File: src/rtl/c7b_biu_pkg.sv
// Shared definitions for the BIU read arbiter.
// Contents: FSM state encoding, requester/owner encoding, default line length,
// bus widths and a helper that applies line alignment to a beat address.
package c7b_biu_pkg;

  localparam int unsigned LineBeatsDef = 4;
  localparam int unsigned AddrW        = 29;  // address bits [31:3]
  localparam int unsigned DataW        = 64;

  typedef enum logic [1:0] {
    StIdle = 2'd0,
    StAddr = 2'd1,
    StData = 2'd2
  } state_e;

  typedef enum logic {
    OwnIcu = 1'b0,
    OwnDcu = 1'b1
  } owner_e;

  // Line reads start on a line boundary (byte address bits [4:3] cleared);
  // single-beat reads keep the requested beat address.
  function automatic logic [AddrW-1:0] align_addr(input logic [AddrW-1:0] addr,
                                                  input logic             single);
    return single ? addr : {addr[AddrW-1:2], 2'b00};
  endfunction

endpackage

File: src/rtl/c7bbiu_rr2.sv
// Two-requester round-robin selector.
// Ports:
//   clk_i   clock, rising edge
//   rst_ni  synchronous active-low reset (pointer favours requester 0)
//   req_i   request vector, bit 0 = icache, bit 1 = dcache
//   adv_i   grant is being taken this cycle; pointer moves past the winner
//   gnt_o   one-hot grant (all zero when nothing requests)
module c7bbiu_rr2 (
  input  logic       clk_i,
  input  logic       rst_ni,
  input  logic [1:0] req_i,
  input  logic       adv_i,
  output logic [1:0] gnt_o
);

  // prio_q = 1 means requester 1 wins a tie.
  logic prio_q, prio_d;

  always_comb begin
    gnt_o = req_i;
    if (req_i == 2'b11) begin
      gnt_o = prio_q ? 2'b10 : 2'b01;
    end
  end

  always_comb begin
    prio_d = prio_q;
    if (adv_i && (|req_i)) begin
      // Whoever just won loses the next tie.
      prio_d = gnt_o[0];
    end
  end

  always_ff @(posedge clk_i) begin
    if (!rst_ni) begin
      prio_q <= 1'b0;
    end else begin
      prio_q <= prio_d;
    end
  end

endmodule

File: src/rtl/c7bbiu_rdarb.sv
// Read arbiter between the icache and dcache for a single downstream read port.
// One transaction outstanding at a time: IDLE picks a winner, ADDR presents the
// latched address until the memory accepts it, DATA forwards beats to the owner
// until rlast. Protocol violations set the sticky arb_err flag.
// Ports:
//   clk, resetn                 clock and synchronous active-low reset
//   icu_biu_* / dcu_biu_*       requests (req held until ack, addr [31:3], single)
//   biu_icu_* / biu_dcu_*       ack pulse, beat valid/last/fault and data
//   arb_mem_req/addr/len        downstream address phase (len = beats - 1)
//   mem_arb_ack                 downstream address accepted
//   mem_arb_rvalid/rlast/rerr/rdata  downstream read beats
//   arb_err                     sticky protocol-error flag
module c7bbiu_rdarb
  import c7b_biu_pkg::*;
#(
  parameter int unsigned LINE_BEATS = LineBeatsDef
) (
  input  logic             clk,
  input  logic             resetn,

  input  logic             icu_biu_req,
  input  logic [AddrW-1:0] icu_biu_addr,
  input  logic             icu_biu_single,
  output logic             biu_icu_ack,
  output logic             biu_icu_data_valid,
  output logic             biu_icu_data_last,
  output logic             biu_icu_fault,
  output logic [DataW-1:0] biu_icu_data,

  input  logic             dcu_biu_req,
  input  logic [AddrW-1:0] dcu_biu_addr,
  input  logic             dcu_biu_single,
  output logic             biu_dcu_ack,
  output logic             biu_dcu_data_valid,
  output logic             biu_dcu_data_last,
  output logic             biu_dcu_fault,
  output logic [DataW-1:0] biu_dcu_data,

  output logic             arb_mem_req,
  output logic [AddrW-1:0] arb_mem_addr,
  output logic [1:0]       arb_mem_len,
  input  logic             mem_arb_ack,
  input  logic             mem_arb_rvalid,
  input  logic             mem_arb_rlast,
  input  logic             mem_arb_rerr,
  input  logic [DataW-1:0] mem_arb_rdata,

  output logic             arb_err
);

  localparam logic [1:0] LineLen = 2'(LINE_BEATS - 1);

  state_e           state_q, state_d;
  owner_e           owner_q, owner_d;
  logic [AddrW-1:0] addr_q, addr_d;
  logic [1:0]       len_q, len_d;
  logic [1:0]       cnt_q, cnt_d;
  logic             err_q, err_d;

  logic [1:0]       gnt;
  logic             sel_single;
  logic [AddrW-1:0] sel_addr;

  c7bbiu_rr2 u_rr2 (
    .clk_i  (clk),
    .rst_ni (resetn),
    .req_i  ({dcu_biu_req, icu_biu_req}),
    .adv_i  (state_q == StIdle),
    .gnt_o  (gnt)
  );

  always_comb begin
    state_d    = state_q;
    owner_d    = owner_q;
    addr_d     = addr_q;
    len_d      = len_q;
    cnt_d      = cnt_q;
    err_d      = err_q;
    sel_single = 1'b0;
    sel_addr   = '0;

    if (mem_arb_ack && (state_q != StAddr)) begin
      err_d = 1'b1;
    end
    if (mem_arb_rvalid && (state_q != StData)) begin
      err_d = 1'b1;
    end

    unique case (state_q)
      StIdle: begin
        if (|gnt) begin
          sel_single = gnt[1] ? dcu_biu_single : icu_biu_single;
          sel_addr   = gnt[1] ? dcu_biu_addr   : icu_biu_addr;
          owner_d    = gnt[1] ? OwnDcu : OwnIcu;
          addr_d     = align_addr(sel_addr, sel_single);
          len_d      = sel_single ? 2'd0 : LineLen;
          state_d    = StAddr;
        end
      end
      StAddr: begin
        if (mem_arb_ack) begin
          cnt_d   = 2'd0;
          state_d = StData;
        end
      end
      StData: begin
        if (mem_arb_rvalid) begin
          // Early rlast and a missing rlast on the expected final beat are
          // both errors; the counter simply wraps while waiting for rlast.
          if (mem_arb_rlast != (cnt_q == len_q)) begin
            err_d = 1'b1;
          end
          cnt_d = cnt_q + 2'd1;
          if (mem_arb_rlast) begin
            state_d = StIdle;
          end
        end
      end
      default: state_d = StIdle;
    endcase
  end

  always_ff @(posedge clk) begin
    if (!resetn) begin
      state_q <= StIdle;
      owner_q <= OwnIcu;
      addr_q  <= '0;
      len_q   <= 2'd0;
      cnt_q   <= 2'd0;
      err_q   <= 1'b0;
    end else begin
      state_q <= state_d;
      owner_q <= owner_d;
      addr_q  <= addr_d;
      len_q   <= len_d;
      cnt_q   <= cnt_d;
      err_q   <= err_d;
    end
  end

  logic ack_hit, beat_hit, icu_beat, dcu_beat;

  always_comb begin
    ack_hit  = (state_q == StAddr) && mem_arb_ack;
    beat_hit = (state_q == StData) && mem_arb_rvalid;
    icu_beat = beat_hit && (owner_q == OwnIcu);
    dcu_beat = beat_hit && (owner_q == OwnDcu);

    arb_mem_req  = (state_q == StAddr);
    arb_mem_addr = addr_q;
    arb_mem_len  = len_q;

    biu_icu_ack        = ack_hit && (owner_q == OwnIcu);
    biu_icu_data_valid = icu_beat;
    biu_icu_data_last  = icu_beat && mem_arb_rlast;
    biu_icu_fault      = icu_beat && mem_arb_rerr;
    biu_icu_data       = icu_beat ? mem_arb_rdata : '0;

    biu_dcu_ack        = ack_hit && (owner_q == OwnDcu);
    biu_dcu_data_valid = dcu_beat;
    biu_dcu_data_last  = dcu_beat && mem_arb_rlast;
    biu_dcu_fault      = dcu_beat && mem_arb_rerr;
    biu_dcu_data       = dcu_beat ? mem_arb_rdata : '0;

    arb_err = err_q;
  end

endmodule

File: config.mk
export PLATFORM = sky130hd
export DESIGN_NAME = c7bbiu_rdarb
export DESIGN_NICKNAME = d
export VERILOG_FILES = /design/src/rtl/c7b_biu_pkg.sv /design/src/rtl/c7bbiu_rr2.sv /design/src/rtl/c7bbiu_rdarb.sv
export SDC_FILE = /design/constraint.sdc
export NUM_CORES = 1
export LEC_CHECK = 0
export CORE_AREA = 8 8 110 112
export DETAILED_ROUTE_END_ITERATION = 12
export DIE_AREA = 0 0 118 120
export PLACE_DENSITY = 0.86
export SYNTH_ARGS = -nofsm -noshare
export SYNTH_HDL_FRONTEND = slang
export SYNTH_HIERARCHICAL = 1
export SYNTH_SLANG_ARGS = --single-unit
File: constraint.sdc
create_clock -name clk -period 2.3 [get_ports clk]
set_clock_uncertainty 0.05 [all_clocks]
set_input_delay 0.575 -clock clk [delete_from_list [all_inputs] [get_ports clk]]
set_output_delay 0.575 -clock clk [all_outputs]
set_load 0.05 [all_outputs]
-- Word level (Yosys, flattened, before mapping)
Cells that the tools add are included.
- $add $sub $neg: 1
- eq/ne operators: 11
- mux-type cells: 22
- bitwise operators: 1
- reductions and logical operators: 20
- operator list (kind ; number):
    two-way mux 64 bit ; 2
    two-way mux 29 bit ; 1
    two-way mux 2 bit ; 10
    logical AND 1 bit ; 13
    != test 2 bit (second input constant) ; 4
    two-way mux 1 bit ; 7
    case mux 2 bit (3 select lines) ; 1
    == test 2 bit (second input constant) ; 2
    != test 2 x 1 -> 1 bit (second input constant) ; 2
    case mux 2 bit (2 select lines) ; 1
    AND reduction 4 bit ; 1
    OR reduction 2 bit ; 2
    AND reduction 3 bit ; 1
    adder 2 x 1 -> 2 bit (second input constant) ; 1
    == test 2 x 1 -> 1 bit (second input constant) ; 1
    == test 2 bit ; 1
    zero test 2 bit ; 1
    AND reduction 2 bit ; 1
    nonzero test 2 bit ; 1
    != test 1 bit ; 1
    inverter 1 bit ; 1
- bits in registers: 38
- bits of input ports: 132
- output and inout port bits: 169
- logic and storage cells: 62

-- Longest topological paths before layout
- depth in word-level cells: 7
- mapped depth: 8
- mapped depth without buffers: 6

-- Modules after synthesis
Netlist, hierarchy kept.
- by module, submodules not included (module ; instances ; cells each ; area an instance (µm²) ; sequential area each (µm²)):
    c7bbiu_rdarb ; 1 ; 326 ; 2600.0 ; 720.7
    c7bbiu_rr2 ; 1 ; 7 ; 61.3 ; 20.0

-- Least setup slack after synthesis
OpenSTA, ideal clock, no wires.
- path type: register -> output
- start point: register state_q[0]
- end point: output biu_icu_ack
- arrival: 1899 ps
- data required time: 1675 ps
- setup slack: -224 ps
- cell stages (with the launch flop): 5
- buffers on the path: 1
- cell sequence: dfxtp_1 -> buf_2 -> and2b_1 -> nand2_1 -> nor2_1
- word-level cells in the longest chain between the ends: 3
- RTL lines (what ; RTL line ; source):
    start, declared ; c7bbiu_rdarb.sv:53 ; state_e state_q, state_d;
    start signal, assigned ; c7bbiu_rdarb.sv:125 ; state_q <= StIdle;
    start signal, assigned ; c7bbiu_rdarb.sv:132 ; state_q <= state_d;
    == test 2 x 1 -> 1 bit ; -- ;
    net arb_mem_req ; c7bbiu_rdarb.sv:39 ; output logic arb_mem_req,
    logical AND 1 bit ; c7bbiu_rdarb.sv:144 ; ack_hit = (state_q == StAddr) && mem_arb_ack;
    logical AND 1 bit ; c7bbiu_rdarb.sv:153 ; biu_icu_ack = ack_hit && (owner_q == OwnIcu);
    end, declared ; c7bbiu_rdarb.sv:24 ; output logic biu_icu_ack,
The timed path passes the listed nets, and every way through them passes these cells.

-- Worst setup path after layout
- start point: input mem_arb_rvalid
- end point: output biu_dcu_data[24]
- word-level cells in the longest chain between the ends: 3
- RTL lines (what ; RTL line ; source):
    start, declared ; c7bbiu_rdarb.sv:43 ; input logic mem_arb_rvalid,
    logical AND 1 bit ; c7bbiu_rdarb.sv:145 ; beat_hit = (state_q == StData) && mem_arb_rvalid;
    logical AND 1 bit ; c7bbiu_rdarb.sv:147 ; dcu_beat = beat_hit && (owner_q == OwnDcu);
    two-way mux 64 bit ; c7bbiu_rdarb.sv:163 ; biu_dcu_data = dcu_beat ? mem_arb_rdata : '0;
    end, declared ; c7bbiu_rdarb.sv:37 ; output logic [DataW-1:0] biu_dcu_data,
No other way between the ends.

==> impl_summary.txt <==
----------------------------------------------------
[Outcome]
  Outcome ... complete, but fails checks
  Violations in the final reports ... negative setup slack

[Detailed routing]
  Number of DRC violations after detailed-routing iteration 0 ... 168
  Antenna viol nets, final ... 0
  Via count ... 3,758
  Detailed-router iteration count before antenna repair ... 4
  Average vias per placed instance ... 4.81
  Residual DRC ... 0
  Total wirelength of the detailed-routed design ... 19,200 um
  Routed length per placed instance ... 24.5 um

[Worst hold path]
  Hold Path Cell Cnt ... 2
  Worst min-delay path category ... flop to flop

[Worst setup path]
  Arr. time, crit path ... about 1.7 ns
  Number of gates on the worst path with buffers counted ... 8
  Biggest fanout along the worst timing path ... 8
  Critical path buffers and inverters ... 5
  Critical Path Max Stage Delay ... 0.25 ns
  Type of origin of the critical path ... input pin
  FF-to-FF path depth ... 5
  Worst path most repeated cell ... buf_6
  Kind of cell adding the most delay to the critical path ... buffers and inverters
  Type of destination of the critical path ... primary output
  Critical-path cell with the highest stage delay ... nor3b_4
  Cell breakdown of the critical path ... buf_6 -> nand2_4 -> nor3b_4 -> buf_6 -> buf_6 -> clkbuf_16 -> and2_4 -> buf_12
  Crit Path Class ... input pin to primary output
  Critical Path RT ... about 1.7 ns

[Clock tree]
  Clock-pin slew on the worst setup and hold paths ... 0.07 ns
  TritonCTS clock tree ... done
  Clock latency on the worst-skew pair ... 0.28 ns
  Number of buffers on the longest clock path ... 2
  Clock buffer count from CTS ... 5
  H-Tree Level Count ... 2
  Buffer type at the clock tree root ... clkbuf_8
  Sinks on the clock net ... 37

[Global route]
  Antenna violations before repair ... 0
  Vias in the first global route ... 4,097
  Global-route congestion overflow total ... 0
  Maximum number of pins on one net before global-route repair ... between 60 and 70
  First-pass GRT wire length ... 27,000 um
  Total global routing track utilization ... 24.8%

[Timing]
  Worst setup slack after layout ... -0.0300 ns
  Number of failing hold endpoints at the final stage ... 0
  Slew @ Worst Pin ... 0.530 ns
  RSZ-0062 raised after global routing ... true
  Hold Slack ... approximately 0.44 ns
  Final setup violation count ... 8
  Max Transition Viols Final ... 0
  Relative slew slack ... 64.6%
  Final critical-path share of the clock period ... 101%
  Peak clock frequency supported by timing ... 429 MHz
  Min cycle time layout ... 2.33 ns

[Floorplan]
  Die height ... about 120 um
  Initial core utilization ... approximately 25%
  Area enclosed by the die boundary ... 14,200 um^2
  Core Footprint ... 10,500 um^2
  Top-level I/O count ... 301
  Cell Rows ... 38
  Die X ... 118 um

[Finish]
  Total of fill cells in the finished design ... about 650
  Diodes inserted ... 0
  Register Area ... 747 um^2
  Final Net Count ... 773
  Area of all placed cells without fillers ... 7750 um^2
  Area added between synthesis and finish ... 191%
  Most frequent cells in the layout ... clkdlybuf4s50_1, buf_12, and2_4, and2_1, dfxtp_1
  Area occupied by multi-input gates ... 1940 um^2
  Leading cell type in the layout, fill and taps excluded ... clkdlybuf4s50_1
  Fraction of final layout cells sized beyond drive strength 1 ... 39.6%

[Synthesis]
  Netlist Area Pre-Place ... 2660 um^2
  Syn. warnings ... 6
  Area share of the leading cell type in the synthesized netlist ... 31.0%
  Leading post-synthesis cells by cell area ... and2_1, dfxtp_1, mux2i_1
  Cells after synthesis ... roughly 330
  Post-Syn Nets ... between 400 and 500
  Post-synth top area cell ... and2_1
  Avg Cell Area, Syn ... ~8 um^2
  Share of the yosys chip area belonging to registers ... 27.8%
  Netlist cell types ... 38
  Seq cells post-synth ... 37

[Pwr]
  Static power due to leakage ... 0.00312 uW
  Maximum resistive drop on vdd ... 0.332 mV
  Power density cells ... 326 nW/um^2

[Placement]
  Number of port buffers ... 300
  Half-perimeter wire length of the detailed placement result ... between 10,000 and 15,000 um
  Worst setup slack after placement ... -0.455 ns
  Global placer's final weighted congestion ... 0.903
  Post-placement cell area ... 7240 um^2

[Run]
  Total of max-cap violations ... 0

----------------------------------------------------
[worst paths after layout]
kind	slack, ns	start	endpoint
setup / recovery	-0.03	mem_arb_rvalid	biu_dcu_data[24]
hold / removal	0.44	arb_mem_addr[0]	arb_mem_addr[0]
setup reg to reg	0.69	u_rr2/prio_q	arb_mem_addr[3]
hold reg to reg	0.44	arb_mem_addr[0]	arb_mem_addr[0]
[kinds of logic after synthesis]
family / count (synthesis) / share of synthesized area, %
simple gates: 190 / 41.9
xor+xnor: 3 / 0.987
mux: 29 / 10.9
buf+inv: 31 / 6.49
compound gates: 43 / 11.8
flops: 37 / 27.8
[cells in the mapped netlist (all sizes together)]
library cell	number
a2111oi	1
a211oi	27
a21boi	2
a21oi	3
a22oi	1
a31o	1
and2	132
and2b	1
and3	1
and4b	1
buf	18
clkbuf	11
clkinv	1
dfxtp	37
inv	1
mux2i	29
nand2	11
nand2b	1
nand3	4
nand3b	1
nor2	32
nor2b	1
nor3	2
nor3b	1
nor4b	1
o21a	3
o21ai	2
o31ai	1
o32ai	2
or3	1
xnor2	1
xor2	2
[sequential cells by signal, summed over array words and instances (netlist names)]
name          count
owner_q           1
arb_err           1
u_rr2/prio_q      1
cnt_q             2
state_q           2
arb_mem_len       1
arb_mem_addr     29
[worst reg2reg max path, delay by kind of cell, from the launching register on]
kind                   cells  cell delay (ns)
and+or+nand+nor            1             0.10
AOI/OAI and AO/OA          3             0.83
DFF                        1             0.33
buffers and inverters      1             0.20
[through the flow]
step / power [uW] / std cells / utilization (%) / setup TNS, ns
final: 2530 / 781 / 73.7 / -0.0879
after global routing: 2650 / 781 / 73.7 / -1.28
after detailed placement: 2050 / 762 / 68.9 / -50.80
after floorplan: 1430 / 333 / - / -0.0170
after global placement: 2020 / 762 / 68.9 / -43.59
after CTS: 2540 / 778 / 72.5 / 0
[metal layers]
layer  share of wire [%]  wire length (um)  vias up  global-route usage [%]
met5                   0                 0        -                       0
met4                 2.6               489        0                    6.89
met3                 7.2              1390       33                    7.37
met2                  53             10100      209                    47.4
met1                  37              7150     1796                    25.6
li1                    -                 -     1720                       -
[what timing repair did]
action | in CTS | in global routing
setup buffers | 5 | 0
gates resized for setup | 67 | 20
gates cloned | 4 | 3
pin swaps | 2 | 10
endpoints found under the setup margin | 135 | 37
hold buffers | 0 | 0
[area by class of cell]
class                           instances  area share, %
Timing Repair Buffer                  330           61.8
Inverter                                2         0.0969
Sequential cell                        37           9.64
Multi-Input combinational cell        265           25.0
Clock buffer                            7           1.11
Tap cell                              140           2.26
[power breakdown]
part	internal, uW	total (uW)	switching (uW)
Sequential	724	783	58.2
Clock	238	455	217
Combinational	586	1290	703
No activity file was read; power rests on OpenSTA's default activity.
